==> config.mk <==
export PLATFORM = sky130hd
export DESIGN_NAME = uart_mmio_ctrl
export DESIGN_NICKNAME = d
export VERILOG_FILES = /design/src/rtl/uart_mmio_ctrl.sv
export SDC_FILE = /design/constraint.sdc
export NUM_CORES = 1
export LEC_CHECK = 0
export BUFFER_PORTS_ARGS = -buffer_cell sky130_fd_sc_hd__buf_2
export CAP_MARGIN = 40
export CORE_ASPECT_RATIO = 2
export CORE_MARGIN = 2
export CORE_UTILIZATION = 59
export DETAILED_ROUTE_END_ITERATION = 12
export GPL_TIMING_DRIVEN = 0
export PLACE_DENSITY = 0.84
export SYNTH_ARGS = -nofsm -noshare
export SYNTH_HDL_FRONTEND = slang
export SYNTH_SLANG_ARGS = --single-unit
==> constraint.sdc <==
create_clock -name clk -period 5.8 [get_ports clk]
set_clock_uncertainty 0.2 [all_clocks]
set_input_delay 0.87 -clock clk [delete_from_list [all_inputs] [get_ports clk]]
set_output_delay 0.87 -clock clk [all_outputs]
set_load 0.005 [all_outputs]
==> src/rtl/uart_mmio_ctrl.sv <==
// Memory-mapped UART controller: a CPU-fed TX FIFO drives the transmitter one byte at a time,
// and an RX holding register with an interrupt sits behind four fixed I/O addresses.
module uart_mmio_ctrl #(
   parameter int         TX_DEPTH    = 4,
   parameter logic [7:0] ADDR_INTACK = 8'd252,
   parameter logic [7:0] ADDR_TXD    = 8'd253,
   parameter logic [7:0] ADDR_RXD    = 8'd254,
   parameter logic [7:0] ADDR_STAT   = 8'd255
) (
   input  logic       clk,
   input  logic       rst,
   input  logic [7:0] access_addr,
   input  logic       reg_w_en,
   input  logic       reg_r_en,
   input  logic [7:0] w_data,
   output logic [7:0] r_data,
   output logic       int_req,
   output logic       uart_tx_en,
   output logic       uart_rx_en,
   output logic       uart_begin_flag,
   output logic [7:0] uart_tx_data,
   input  logic       uart_busy_flag,
   input  logic [7:0] uart_rx_data,
   input  logic       uart_receive_flag
);

   localparam int PW = $clog2(TX_DEPTH);
   localparam logic [PW:0] FULL_CNT = (PW+1)'(TX_DEPTH);

   typedef enum logic [1:0] {T_IDLE, T_START, T_WAITB, T_WAITD} tx_state_t;

   tx_state_t     state, state_nxt;
   logic [7:0]    fifo_mem [TX_DEPTH];
   logic [PW-1:0] wr_ptr, rd_ptr;
   logic [PW:0]   count;
   logic [3:0]    wait_cnt;
   logic [7:0]    rx_buf;
   logic          rx_full, overrun, tx_ovf, rx_prev;

   logic tx_full, tx_active, push, push_ok, pop;
   logic capture, rx_read, int_ack;
   logic [7:0] stat;

   assign tx_full   = (count == FULL_CNT);
   assign tx_active = (count != '0) || (state != T_IDLE);
   assign push      = reg_w_en && (access_addr == ADDR_TXD);
   assign push_ok   = push && !tx_full;
   assign pop       = (state == T_IDLE) && (count != '0) && !uart_busy_flag;
   assign capture   = uart_receive_flag && !rx_prev;
   assign rx_read   = reg_r_en && (access_addr == ADDR_RXD);
   assign int_ack   = reg_w_en && (access_addr == ADDR_INTACK);
   assign stat      = {3'b000, tx_ovf, overrun, rx_full, tx_full, tx_active};

   // NOTE: storage arrays carry no reset; pointers and count alone define validity, and an
   // unreset array maps onto plain RAM instead of a flop bank with reset muxes.
   always_ff @(posedge clk) begin
      if (push_ok) fifo_mem[wr_ptr] <= w_data;
   end

   // NOTE: every sequential block uses non-blocking assignments so all registers update from
   // the same pre-edge values, independent of process ordering.
   always_ff @(posedge clk) begin
      if (rst) begin
         wr_ptr <= '0;
         rd_ptr <= '0;
         count  <= '0;
      end else begin
         if (push_ok) wr_ptr <= wr_ptr + 1'b1;
         if (pop)     rd_ptr <= rd_ptr + 1'b1;
         case ({push_ok, pop})
            2'b10:   count <= count + 1'b1;
            2'b01:   count <= count - 1'b1;
            default: count <= count;
         endcase
      end
   end

   always_ff @(posedge clk) begin
      if (rst) begin
         state        <= T_IDLE;
         wait_cnt     <= '0;
         uart_tx_data <= '0;
         uart_tx_en   <= 1'b0;
         uart_rx_en   <= 1'b0;
      end else begin
         state      <= state_nxt;
         uart_tx_en <= 1'b1;
         uart_rx_en <= 1'b1;
         if (pop) uart_tx_data <= fifo_mem[rd_ptr];
         wait_cnt <= (state == T_WAITB) ? wait_cnt + 1'b1 : '0;
      end
   end

   // NOTE: every output of a combinational block gets a default first, so no path leaves it
   // unassigned and no latch is inferred.
   always_comb begin
      state_nxt       = state;
      uart_begin_flag = 1'b0;
      case (state)
         T_IDLE:  if (pop) state_nxt = T_START;
         T_START: begin
            uart_begin_flag = 1'b1;
            state_nxt       = T_WAITB;
         end
         // Give up on the busy handshake after 16 cycles so a missed pulse cannot hang TX.
         T_WAITB: if (uart_busy_flag || wait_cnt == 4'd15) state_nxt = T_WAITD;
         T_WAITD: if (!uart_busy_flag) state_nxt = T_IDLE;
         default: state_nxt = T_IDLE;
      endcase
   end

   // A capture takes priority over a same-cycle read or acknowledge so no byte goes unflagged.
   always_ff @(posedge clk) begin
      if (rst) begin
         rx_prev <= 1'b0;
         rx_buf  <= '0;
         rx_full <= 1'b0;
         overrun <= 1'b0;
         tx_ovf  <= 1'b0;
         int_req <= 1'b0;
      end else begin
         rx_prev <= uart_receive_flag;
         if (capture) rx_buf <= uart_rx_data;

         if (capture)      rx_full <= 1'b1;
         else if (rx_read) rx_full <= 1'b0;

         if (capture && rx_full)     overrun <= 1'b1;
         else if (int_ack && w_data[1]) overrun <= 1'b0;

         if (push && tx_full)        tx_ovf <= 1'b1;
         else if (int_ack && w_data[1]) tx_ovf <= 1'b0;

         if (capture)      int_req <= 1'b1;
         else if (int_ack) int_req <= 1'b0;
      end
   end

   always_comb begin
      r_data = '0;
      if (access_addr == ADDR_RXD)       r_data = rx_buf;
      else if (access_addr == ADDR_STAT) r_data = stat;
   end

endmodule

==> results of run 1 <==
[cells by family (layout without fill, tap and decap cells)]
group | count (synthesis) | after routing | synth area share, %
compound gates | 27 | 27 | 6.28
xor+xnor | 6 | 6 | 1.86
fa+ha+maj | 12 | 12 | 5.57
buf+inv | 20 | 85 | 3.09
flops | 67 | 67 | 58.7
mux | 22 | 22 | 11.4
simple gates | 75 | 75 | 13.1
[worst max path at each step]
stage | start | end | slack, ns | depth (start not counted)
final | state[0]$_SDFFE_PP0P_ | r_data[0] | 2.74 | 5
after global routing | access_addr[5] | r_data[7] | 2.63 | 5
after CTS | access_addr[5] | r_data[7] | 2.72 | 5
after detailed placement | access_addr[1] | count[2]$_SDFFE_PP0P_ | 2.68 | 11
after global placement | access_addr[5] | r_data[7] | 2.74 | 5
after floorplan | access_addr[5] | count[2]$_SDFFE_PP0P_ | 3.00 | 10
[layer usage]
layer / GRT usage [%] / routed length [um] / vias up
li1: - / - / 934
met1: 19.9 / 1910 / 901
met2: 41.1 / 2990 / 41
met3: 6.29 / 191 / 10
met4: 10.7 / 104 / 0
met5: 0 / 0 / -
[final cells by class]
cell class,count,area (sq um),area share [%]
Sequential cell,67,1660,50.3
Multi-Input combinational cell,142,1080,32.7
Clock inverter,6,32.5,0.984
Buffer,10,50.0,1.51
Timing Repair Buffer,49,245,7.42
Clock buffer,10,128,3.86
Inverter,10,37.5,1.14
Tap cell,55,68.8,2.08
[through the flow]
step | worst slack, ns | power, mW | hold slack, ns | std cells | util (%)
after detailed placement | 2.68 | 0.576 | 0.235 | 333 | 68.4
after global placement | 2.74 | 0.574 | 0.231 | 333 | 68.4
after floorplan | 3.00 | 0.551 | 0.218 | 229 | -
after global routing | 2.63 | 0.916 | 0.262 | 349 | 71.9
after CTS | 2.72 | 0.889 | 0.249 | 349 | 71.9
final | 2.74 | 0.884 | 0.249 | 349 | 71.9
[state kept, by name, summed over array words and instances (netlist names)]
name / count
fifo_mem: 32
rx_buf: 8
uart_tx_data: 8
wait_cnt: 4
count: 3
rd_ptr: 2
state: 2
wr_ptr: 2
int_req: 1
overrun: 1
rx_full: 1
rx_prev: 1
tx_ovf: 1
uart_rx_en: 1
[where the power goes]
group	leakage, nW	switching [mW]	total (mW)	internal (mW)
sequential	0.572	0.00465	0.506	0.502
combinational	0.609	0.0333	0.0598	0.0265
clock	0.0771	0.167	0.318	0.150
[worst max-delay path, stage by stage, from the launching register on]
cell and delay (ns):
dfxtp_1 0.34, inv_1 0.14, ha_1 0.24, nor4b_1 0.60
a211oi_1 0.17, buf_2 0.16
[synthesized netlist by cell type, types with 2 or more instances]
library cell   n
a211oi_1       2
a21oi_1       15
and2_1         5
buf_1          2
clkbuf_1       5
dfxtp_1       35
edfxtp_1      32
ha_1          11
inv_1          9
mux2i_1       13
mux4_2         8
nand2_1       25
nand3_1        3
nor2_1        25
nor2b_1        3
nor3b_1        3
o21ai_0        5
or3_1          2
xnor2_1        3
xor2_1         3
==> summary.txt, run 1 <==
Run status
  – Status: finished, final reports clean

Place
  – Placed inst area: 3140 sq um
  – Routability cong.: 0.748
  – Number of buffers inserted by port buffering: 49
  – DP HPWL: between 3000 and 4000 um

Synth
  – #FFs+latches synth: 67
  – Register area share after synthesis: 58.7%
  – Synthesis Warnings: 0
  – Syn nets: 271
  – Post-synth EDFFs: 32
  – Async S/R FF share, synth: 0%
  – Synthesized area: 2830 sq um
  – Syn avg cell area: 12.4 sq um
  – Top_reg_cell synth: dfxtp_1
  – Synth area leader: edfxtp_1
  – Share of the synthesized area in the top cell type: 34.0%
  – Synth area leaders: edfxtp_1 34%, dfxtp_1 25%, mux4_2 6.4%
  – Post-synthesis cell count: approximately 230
  – Post-synth cell types: 40

Final layout
  – Area Growth Syn to Fin: 16.8%
  – Filler cells: roughly 350
  – Final nets: 331
  – Leading cell type in the layout, fill and taps excluded: buf_2
  – Antenna Cells: 0
  – Most frequent cells in the layout: 50 x buf_2, 35 x dfxtp_1, 32 x edfxtp_1, 25 x nor2_1, 25 x nand2_1
  – Final Cell Area: roughly 3300 sq um
  – Layout cells sized above 1: 26.5%

Timing
  – Setup TNS Final: 0 ns
  – Slew Limit Fails: 0
  – Fmax: 0.326 GHz
  – Slew margin rel.: a little over half
  – Setup Viol. Count Final: 0
  – Worst-margin pin slew: 0.691 ns
  – Tcrit/Tclk final: 52.8%
  – Fin crit period: 3.06 ns
  – Fin. Hold Viols: 0
  – Unrepaired setup endpoints after global routing: no

Power
  – Total power per unit cell area: about 270 nW/um^2
  – Maximum vdd drop: 192 uV
  – Leakage: 1.26 nW

Global routing
  – Overflow after GRT: 0
  – Initial antenna violation count: 0
  – GRT Resource Usage Total: 21.7%
  – Vias in the first global route: 1900
  – First-pass GRT wire length: 8290 um
  – Largest net degree at the start of global routing: 12

Routing
  – Routed Wire Length: 5190 um
  – Drt pass-1 iters: 4
  – Post-route ant nets: 0
  – DR vias: 1886
  – Via density: about 5.4
  – Routed length per instance: about 15 um
  – DRT iter0 DRCs: 38
  – DRC viols: 0

Critical path
  – Reg2Reg Depth: 10
  – CP arrival: between 1.5 and 2 ns
  – Req. time, crit path: 4.73 ns
  – Crit path launch type: flip-flop
  – Crit. End Element: output pin
  – Type of the worst setup path: reg2out
  – R2R setup slack: approximately 3.2 ns
  – RR Startpoint: state[0]$_SDFFE_PP0P_
  – CP max FO: 5
  – R2r endpoint: count[2]$_SDFFE_PP0P_

CTS
  – Cts repair resizes: 0
  – Skew-Pair Late Insertion Delay: 0.34 ns
  – Root Buffer: clkbuf_8
  – Clock sink total: 67
  – CTS clock-pin slew for the worst setup and hold paths: 0.06 ns
  – Post-CTS Setup Bufs: 0
  – Clock buffer depth: 2
  – Hold-fix buffers, CTS: 0
  – Htree depth: 3
  – Total clock buffers created by CTS: 9
  – CTS tree: done

Min path
  – Min-Delay Endpoint: wait_cnt[0]$_SDFF_PP0_
  – Critical hold path startpoint: wait_cnt[0]$_SDFF_PP0_
  – Worst hold stages: 1
  – Hold crit path type: reg2reg

Floorplan
  – Die Y: between 100 and 150 um
  – Io pins: 50
  – Die area: between 5000 and 6000 sq um
  – Row count: 35
  – Initial Utilization: 61.6%
  – Die width: 53.0 um
  – Core Region: ~4600 sq um

Flow run
  – Max Cap Viol: 0
Note: power is estimated with default switching activity, not from simulation.
==> inputs of run 2 (changes only) <==
--- a/config.mk
+++ b/config.mk
@@ -5,14 +5,15 @@
 export SDC_FILE = /design/constraint.sdc
 export NUM_CORES = 1
 export LEC_CHECK = 0
+export ABC_AREA = 1
 export BUFFER_PORTS_ARGS = -buffer_cell sky130_fd_sc_hd__buf_2
 export CAP_MARGIN = 40
 export CORE_ASPECT_RATIO = 2
 export CORE_MARGIN = 2
-export CORE_UTILIZATION = 59
+export CORE_UTILIZATION = 50
 export DETAILED_ROUTE_END_ITERATION = 12
 export GPL_TIMING_DRIVEN = 0
-export PLACE_DENSITY = 0.84
+export PLACE_DENSITY = 0.75
 export SYNTH_ARGS = -nofsm -noshare
 export SYNTH_HDL_FRONTEND = slang
 export SYNTH_SLANG_ARGS = --single-unit
==> constraint.sdc (replaced) <==
create_clock -name clk -period 2.81 [get_ports clk]
set_clock_uncertainty 0.2 [all_clocks]
set_input_delay 0.4215 -clock clk [delete_from_list [all_inputs] [get_ports clk]]
set_output_delay 0.4215 -clock clk [all_outputs]
set_load 0.005 [all_outputs]
==> run 2 against run 1 <==
Critical endpoint is now count[2]$_SDFFE_PP0P_. First-iteration DRC count increased by 66%. Clock power increased to 3.2 times the previous value. Area after synthesis increased by 3.6%. Sequential share of layout area decreased by 3.1 points.
==> summary.txt, run 2 <==
Run status
  – Status: finished, final reports clean

Routing
  – Via density: 5.07
  – DRT iter0 DRCs: 63
  – Routed length per instance: about 13 um
  – DR vias: 2238
  – Post-route ant nets: 0
  – Drt pass-1 iters: 4
  – DRC viols: 0
  – Routed Wire Length: between 5000 and 6000 um

Synth
  – Mux share of post-synthesis cell area: 0%
  – Synthesis Warnings: 0
  – Syn nets: 357
  – Top-count cell post-synth: nor2_1
  – Largest family of logic cells by synthesized area: simple AND/OR/NAND/NOR gates
  – #FFs+latches synth: 67
  – Xor and xnor area share after synthesis: less than 1%
  – Async S/R FF share, synth: 0%
  – Synth Area in Adders: 5.38%
  – Share of the synthesized area in the top cell type: about a third
  – Register area share after synthesis: a little under three fifths
  – Post-synth EDFFs: 32
  – Top_reg_cell synth: dfxtp_1
  – Syn avg cell area: 9.31 sq um
  – Synthesized area: a little under 3000 sq um
  – Simple-Gate Fraction of Synth Area: 19.0%
  – Commonest cells post-synth: 78 x nor2_1, 39 x o21ai_0, 35 x dfxtp_1, 32 x edfxtp_1, 29 x inv_1
  – Synth area leader: edfxtp_1
  – Post-synthesis cell count: between 300 and 400
  – Fraction of the mapped netlist area in compound gates: between 10% and 20%
  – Post-synth cell types: 30
  – Synth area leaders: edfxtp_1 33%, dfxtp_1 24%, nor2_1 10%

CTS
  – Total clock buffers created by CTS: 9
  – CTS clock-pin slew for the worst setup and hold paths: around 0.05 ns
  – CTS tree: done
  – Root Buffer: clkbuf_16
  – Skew-Pair Late Insertion Delay: roughly 0.33 ns
  – Cts repair resizes: 0
  – Post-CTS Setup Bufs: 0
  – Htree depth: 3
  – Hold-fix buffers, CTS: 0
  – Clock sink total: 67
  – Clock buffer depth: 2

Critical path
  – Crit path launch type: flip-flop
  – Reg2Reg Depth: 14
  – Req. time, crit path: ~2.9 ns
  – RR Startpoint: state[0]$_SDFFE_PP0P_
  – CP max FO: 10
  – Type of the worst setup path: reg2reg
  – CP arrival: approximately 2.5 ns
  – R2r endpoint: count[2]$_SDFFE_PP0P_
  – R2R setup slack: 0.38 ns
  – Crit. End Element: flip-flop

Floorplan
  – Row count: 39
  – Die Y: 112 um
  – Core Region: around 5700 sq um
  – Io pins: 50
  – Die width: just under 60 um
  – Die area: 6530 sq um
  – Initial Utilization: 51.3%

Timing
  – Tcrit/Tclk final: between 80% and 90%
  – Slew Limit Fails: 0
  – Slew margin rel.: 44.1%
  – Fin. Hold Viols: 0
  – Fmax: 0.411 GHz
  – Fin crit period: 2.43 ns
  – Setup TNS Final: 0 ns
  – Worst-margin pin slew: 0.836 ns
  – Unrepaired setup endpoints after global routing: no
  – Setup Viol. Count Final: 0

Power
  – Switching share of power: 22.7%
  – Clk pwr share: 44.3%
  – Int Power: 1.77 mW
  – Total net switching power: 0.519 mW
  – Total power per unit cell area: 648 nW/um^2
  – Power share of the combinational group: 8.7%
  – Flop pwr share: between 40% and 50%
  – Leakage: 1.49 nW
  – Maximum vdd drop: 550 uV

Global routing
  – Initial antenna violation count: 0
  – Largest net degree at the start of global routing: 11
  – GRT Resource Usage Total: 20.3%
  – Overflow after GRT: 0
  – Vias in the first global route: 2238
  – First-pass GRT wire length: about 9900 um

Final layout
  – Antenna Cells: 0
  – Final nets: 417
  – Layout cells sized above 1: 21.8%
  – Max reg flops: 32
  – Biggest register: fifo_mem
  – Fin util: 61.7%
  – Leading cell type in the layout, fill and taps excluded: nor2_1
  – Largest regs: fifo_mem x32, rx_buf x8, uart_tx_data x8
  – Most frequent cells in the layout: 78 x nor2_1, 50 x buf_2, 39 x o21ai_0, 35 x dfxtp_1, 32 x edfxtp_1
  – Area Growth Syn to Fin: 20.2%

Min path
  – Worst hold stages: 1
  – Min-Delay Endpoint: fifo_mem[2][3]$_DFFE_PP_
  – Hold crit path type: in2reg
  – Critical hold path startpoint: w_data[3]

Flow run
  – Max Cap Viol: 0

Place
  – DP HPWL: roughly 4300 um
  – Routability cong.: around 0.77
  – Number of buffers inserted by port buffering: slightly below 50
[run 2: final cells by class]
class / count / area [sq um]
buffer: 10 / 88.8
clock buffer: 12 / 256
clock inverter: 4 / 15.0
fill: 488 / 2180
inverter: 34 / 130
multi-input combinational: 204 / 1050
sequential: 67 / 1660
tap: 61 / 76.3
timing repair buffer: 49 / 245
[run 2: critical path, cell delays in order (launching register included)]
cell     delay [ns]
dfxtp_1        0.34
inv_1          0.11
ha_1           0.17
inv_1          0.05
nor2_1         0.10
nand2_2        0.09
inv_2          0.16
ha_1           0.19
inv_1          0.09
fa_1           0.40
nor2_1         0.11
nor2_1         0.04
nand2_1        0.07
o21ai_0        0.08
a21oi_1        0.13
[run 2: kinds of logic (layout without fill, tap and decap cells)]
family          Yosys count  after routing
flops                    67             67
simple gates            126            126
buf+inv                  44            109
xor+xnor                  1              1
fa+ha+maj                12             12
compound gates           65             65
[run 2: worst max path at each step]
stage	startpoint	to	slack (ns)	cells past startpoint
6_report	state[0]$_SDFFE_PP0P_	count[2]$_SDFFE_PP0P_	0.38	14
3_5_place_dp	state[0]$_SDFFE_PP0P_	count[2]$_SDFFE_PP0P_	0.42	14
3_3_place_gp	state[0]$_SDFFE_PP0P_	count[2]$_SDFFE_PP0P_	0.50	14
5_1_grt	state[1]$_SDFFE_PP0P_	count[2]$_SDFFE_PP0P_	0.21	14
2_1_floorplan	state[0]$_SDFFE_PP0P_	count[2]$_SDFFE_PP0P_	0.72	14
4_1_cts	state[0]$_SDFFE_PP0P_	count[2]$_SDFFE_PP0P_	0.38	14
[run 2: power groups by stage]
stage          Clock, mW  Combinational [mW]  Sequential (mW)
6_report            1.01               0.199             1.07
5_1_grt             1.07               0.232             1.08
4_1_cts             1.03               0.202             1.07
3_5_place_dp           0               0.201             1.09
3_3_place_gp           0               0.193             1.09
2_1_floorplan          0               0.134             1.09
[run 2: stage by stage]
step	cell area (sq um)	power (mW)	worst slack (ns)	hold WS, ns	cells
2_1_floorplan	2930	1.22	0.724	0.218	315
3_3_place_gp	3250	1.28	0.501	0.228	425
3_5_place_dp	3250	1.29	0.425	0.250	425
4_1_cts	3520	2.30	0.381	0.100	441
5_1_grt	3520	2.38	0.209	0.107	441
6_report	3520	2.29	0.379	0.111	441
[run 2: per-layer routing]
layer	up-vias	wire (um)	GRT usage [%]
met4	0	151	9.92
met5	-	0	0
li1	1159	-	-
met1	1005	2180	19.7
met3	9	276	5.65
met2	65	3330	37.3
==> inputs of run 3 (changes only) <==
--- a/config.mk
+++ b/config.mk
@@ -10,10 +10,10 @@
 export CAP_MARGIN = 40
 export CORE_ASPECT_RATIO = 2
 export CORE_MARGIN = 2
-export CORE_UTILIZATION = 50
+export CORE_UTILIZATION = 55
 export DETAILED_ROUTE_END_ITERATION = 12
 export GPL_TIMING_DRIVEN = 0
-export PLACE_DENSITY = 0.75
+export PLACE_DENSITY = 0.78
 export SYNTH_ARGS = -nofsm -noshare
 export SYNTH_HDL_FRONTEND = slang
 export SYNTH_SLANG_ARGS = --single-unit
==> constraint.sdc (replaced) <==
create_clock -name clk -period 2.7 [get_ports clk]
set_clock_uncertainty 0.2 [all_clocks]
set_input_delay 0.405 -clock clk [delete_from_list [all_inputs] [get_ports clk]]
set_output_delay 0.405 -clock clk [all_outputs]
set_load 0.005 [all_outputs]
==> run 3 against run 2 <==
Total power is 13% lower. Sequential power is 5% higher. Count of clock-buffer cells in the layout did not move. Clock power fell by 34%. Setup slack worse by 0.032 ns. Final cell count decreased by 0.68%. Design area is 3.5% lower. Register-to-register slack worse by 0.03 ns. Sequential share of layout area up 1.7 points. Non-clock buffer count unchanged.
==> summary.txt, run 3 (synthesized netlist as in run 2, its figures left out) <==
CTS
  – Clock buffer depth: 2
  – Root Buffer: clkbuf_8
  – Post-CTS Setup Bufs: 0
  – Skew-Pair Late Insertion Delay: 0.34 ns
  – Cts repair resizes: 0
  – CTS tree: done
  – Clock sink total: 67
  – Hold-fix buffers, CTS: 0
  – Htree depth: 3
  – Total clock buffers created by CTS: 9
  – CTS clock-pin slew for the worst setup and hold paths: 0.07 ns

Routing
  – DRC viols: 0
  – Drt pass-1 iters: 4
  – Routed Wire Length: about 5700 um
  – Routed length per instance: ~13 um
  – Via density: about 5.1
  – DRT iter0 DRCs: between 50 and 60
  – Post-route ant nets: 0
  – DR vias: 2249

Global routing
  – Largest net degree at the start of global routing: 11
  – Overflow after GRT: 0
  – Vias in the first global route: 2141
  – GRT met2 Usage: 39.8%
  – GRT Resource Usage Total: about a fifth
  – GRT busiest layer: met2
  – Met3 Track Usage GR: ~3.7%
  – Met1 usage: 20.4%
  – First-pass GRT wire length: ~9500 um
  – Initial antenna violation count: 0

Timing
  – Unrepaired setup endpoints after global routing: no
  – Hold Slack: 0.0787 ns
  – Slew margin rel.: 46.1%
  – Slew Limit Fails: 0
  – Setup TNS Final: 0 ns
  – Setup Viol. Count Final: 0
  – Fin. Hold Viols: 0
  – Worst-margin pin slew: slightly above 0.8 ns
  – Fin crit period: 2.35 ns
  – Tcrit/Tclk final: 87.1%
  – Fmax: 0.425 GHz

Critical path
  – CP arrival: 2.42 ns
  – R2r endpoint: count[2]$_SDFFE_PP0P_
  – Req. time, crit path: 2.77 ns
  – R2R setup slack: roughly 0.35 ns
  – Crit path launch type: flip-flop
  – RR Startpoint: state[0]$_SDFFE_PP0P_
  – Type of the worst setup path: reg2reg
  – Critical Path Sink: count[2]$_SDFFE_PP0P_
  – Reg2Reg Depth: 14
  – Critical-path cell list: inv_1 -> ha_1 -> inv_1 -> nor2_1 -> nand2_2 -> inv_2 -> ha_1 -> inv_1 -> fa_1 -> nor2_1 -> nor2_1 -> nand2_1 -> o21ai_0 -> a21oi_1
  – CP max stage cell: fa_1
  – Slowest cell delay on critical path: between 0.3 and 0.4 ns
  – Critical path startpoint: state[0]$_SDFFE_PP0P_
  – Crit. End Element: flip-flop
  – CP max FO: 10

Floorplan
  – Core Region: a little over 5000 sq um
  – Initial Utilization: 57.0%
  – Die area: roughly 6000 sq um
  – Row count: 37
  – Io pins: 50
  – Die width: 55.6 um
  – Die Y: 107 um

Power
  – Total power per unit cell area: 584 nW/um^2
  – Maximum vdd drop: ~460 uV
  – Leakage: 1.43 nW

Min path
  – Critical hold path startpoint: w_data[4]
  – Worst hold stages: 1
  – Hold crit path type: in2reg

Final layout
  – Largest regs: fifo_mem x32, rx_buf x8, uart_tx_data x8
  – Most frequent cells in the layout: 78 x nor2_1, 50 x buf_2, 39 x o21ai_0, 35 x dfxtp_1, 32 x edfxtp_1
  – Leading cell type in the layout, fill and taps excluded: nor2_1
  – Area Growth Syn to Fin: 16.0%
  – Layout cells sized above 1: a little over a fifth
  – Biggest register: fifo_mem
  – Antenna Cells: 0
  – Filler cells: 440
  – Final nets: 417
  – Max reg flops: 32

Place
  – DP HPWL: 4370 um
  – Routability cong.: 0.832
  – Number of buffers inserted by port buffering: 49

Run status
  – Status: finished, final reports clean

Flow run
  – Max Cap Viol: 0
run 3: power breakdown:
group          internal, mW  switching, mW  total [mW]
registers              1.09         0.0222        1.12
clock network         0.325          0.342       0.667
logic                0.0838          0.121       0.204
total                  1.50          0.485        1.99
run 3: worst max-delay path, delay by kind of cell, from the launching register on:
kind                     cells  cell delay, ns
flip-flops                   1            0.34
AO/OA/AOI/OAI                2            0.19
buffers and inverters        4            0.38
AND/OR/NAND/NOR              5            0.43
adder cells (fa/ha/maj)      3            0.72
run 3: worst min path at each step:
stage	endpoint	slack (ns)
2_1_floorplan	wait_cnt[0]$_SDFF_PP0_	0.22
3_3_place_gp	wait_cnt[0]$_SDFF_PP0_	0.23
3_5_place_dp	wait_cnt[0]$_SDFF_PP0_	0.24
4_1_cts	fifo_mem[0][4]$_DFFE_PP_	0.06
5_1_grt	fifo_mem[2][6]$_DFFE_PP_	0.08
6_report	fifo_mem[0][4]$_DFFE_PP_	0.08
run 3: final cells by class:
class,count,area (sq um),share of cell area (%)
clock inverters,4,17.5,0.515
plain buffers,10,88.8,2.61
flip-flops and latches,67,1660,48.8
inverters,34,130,3.82
well taps,58,72.6,2.13
clock buffers,12,135,3.97
multi-input cells,204,1050,30.9
repair buffers,49,245,7.21
run 3: per-layer routing:
layer | wire length, um | part of all wire (%) | vias up
met5 | 0 | 0 | -
met4 | 202 | 3.5 | 0
met3 | 293 | 5.1 | 15
met2 | 3190 | 56 | 75
met1 | 2050 | 36 | 1007
li1 | - | - | 1152
run 3: through the flow:
step | utilization, % | std cells | area (sq um) | power [mW] | setup slack (ns)
after floorplan | - | 315 | 2930 | 1.27 | 0.614
after global placement | 63.2 | 422 | 3250 | 1.34 | 0.392
after detailed placement | 63.2 | 422 | 3250 | 1.34 | 0.355
after CTS | 66.2 | 438 | 3400 | 2.01 | 0.339
after global routing | 66.2 | 438 | 3400 | 2.07 | 0.131
final | 66.2 | 438 | 3400 | 1.99 | 0.348
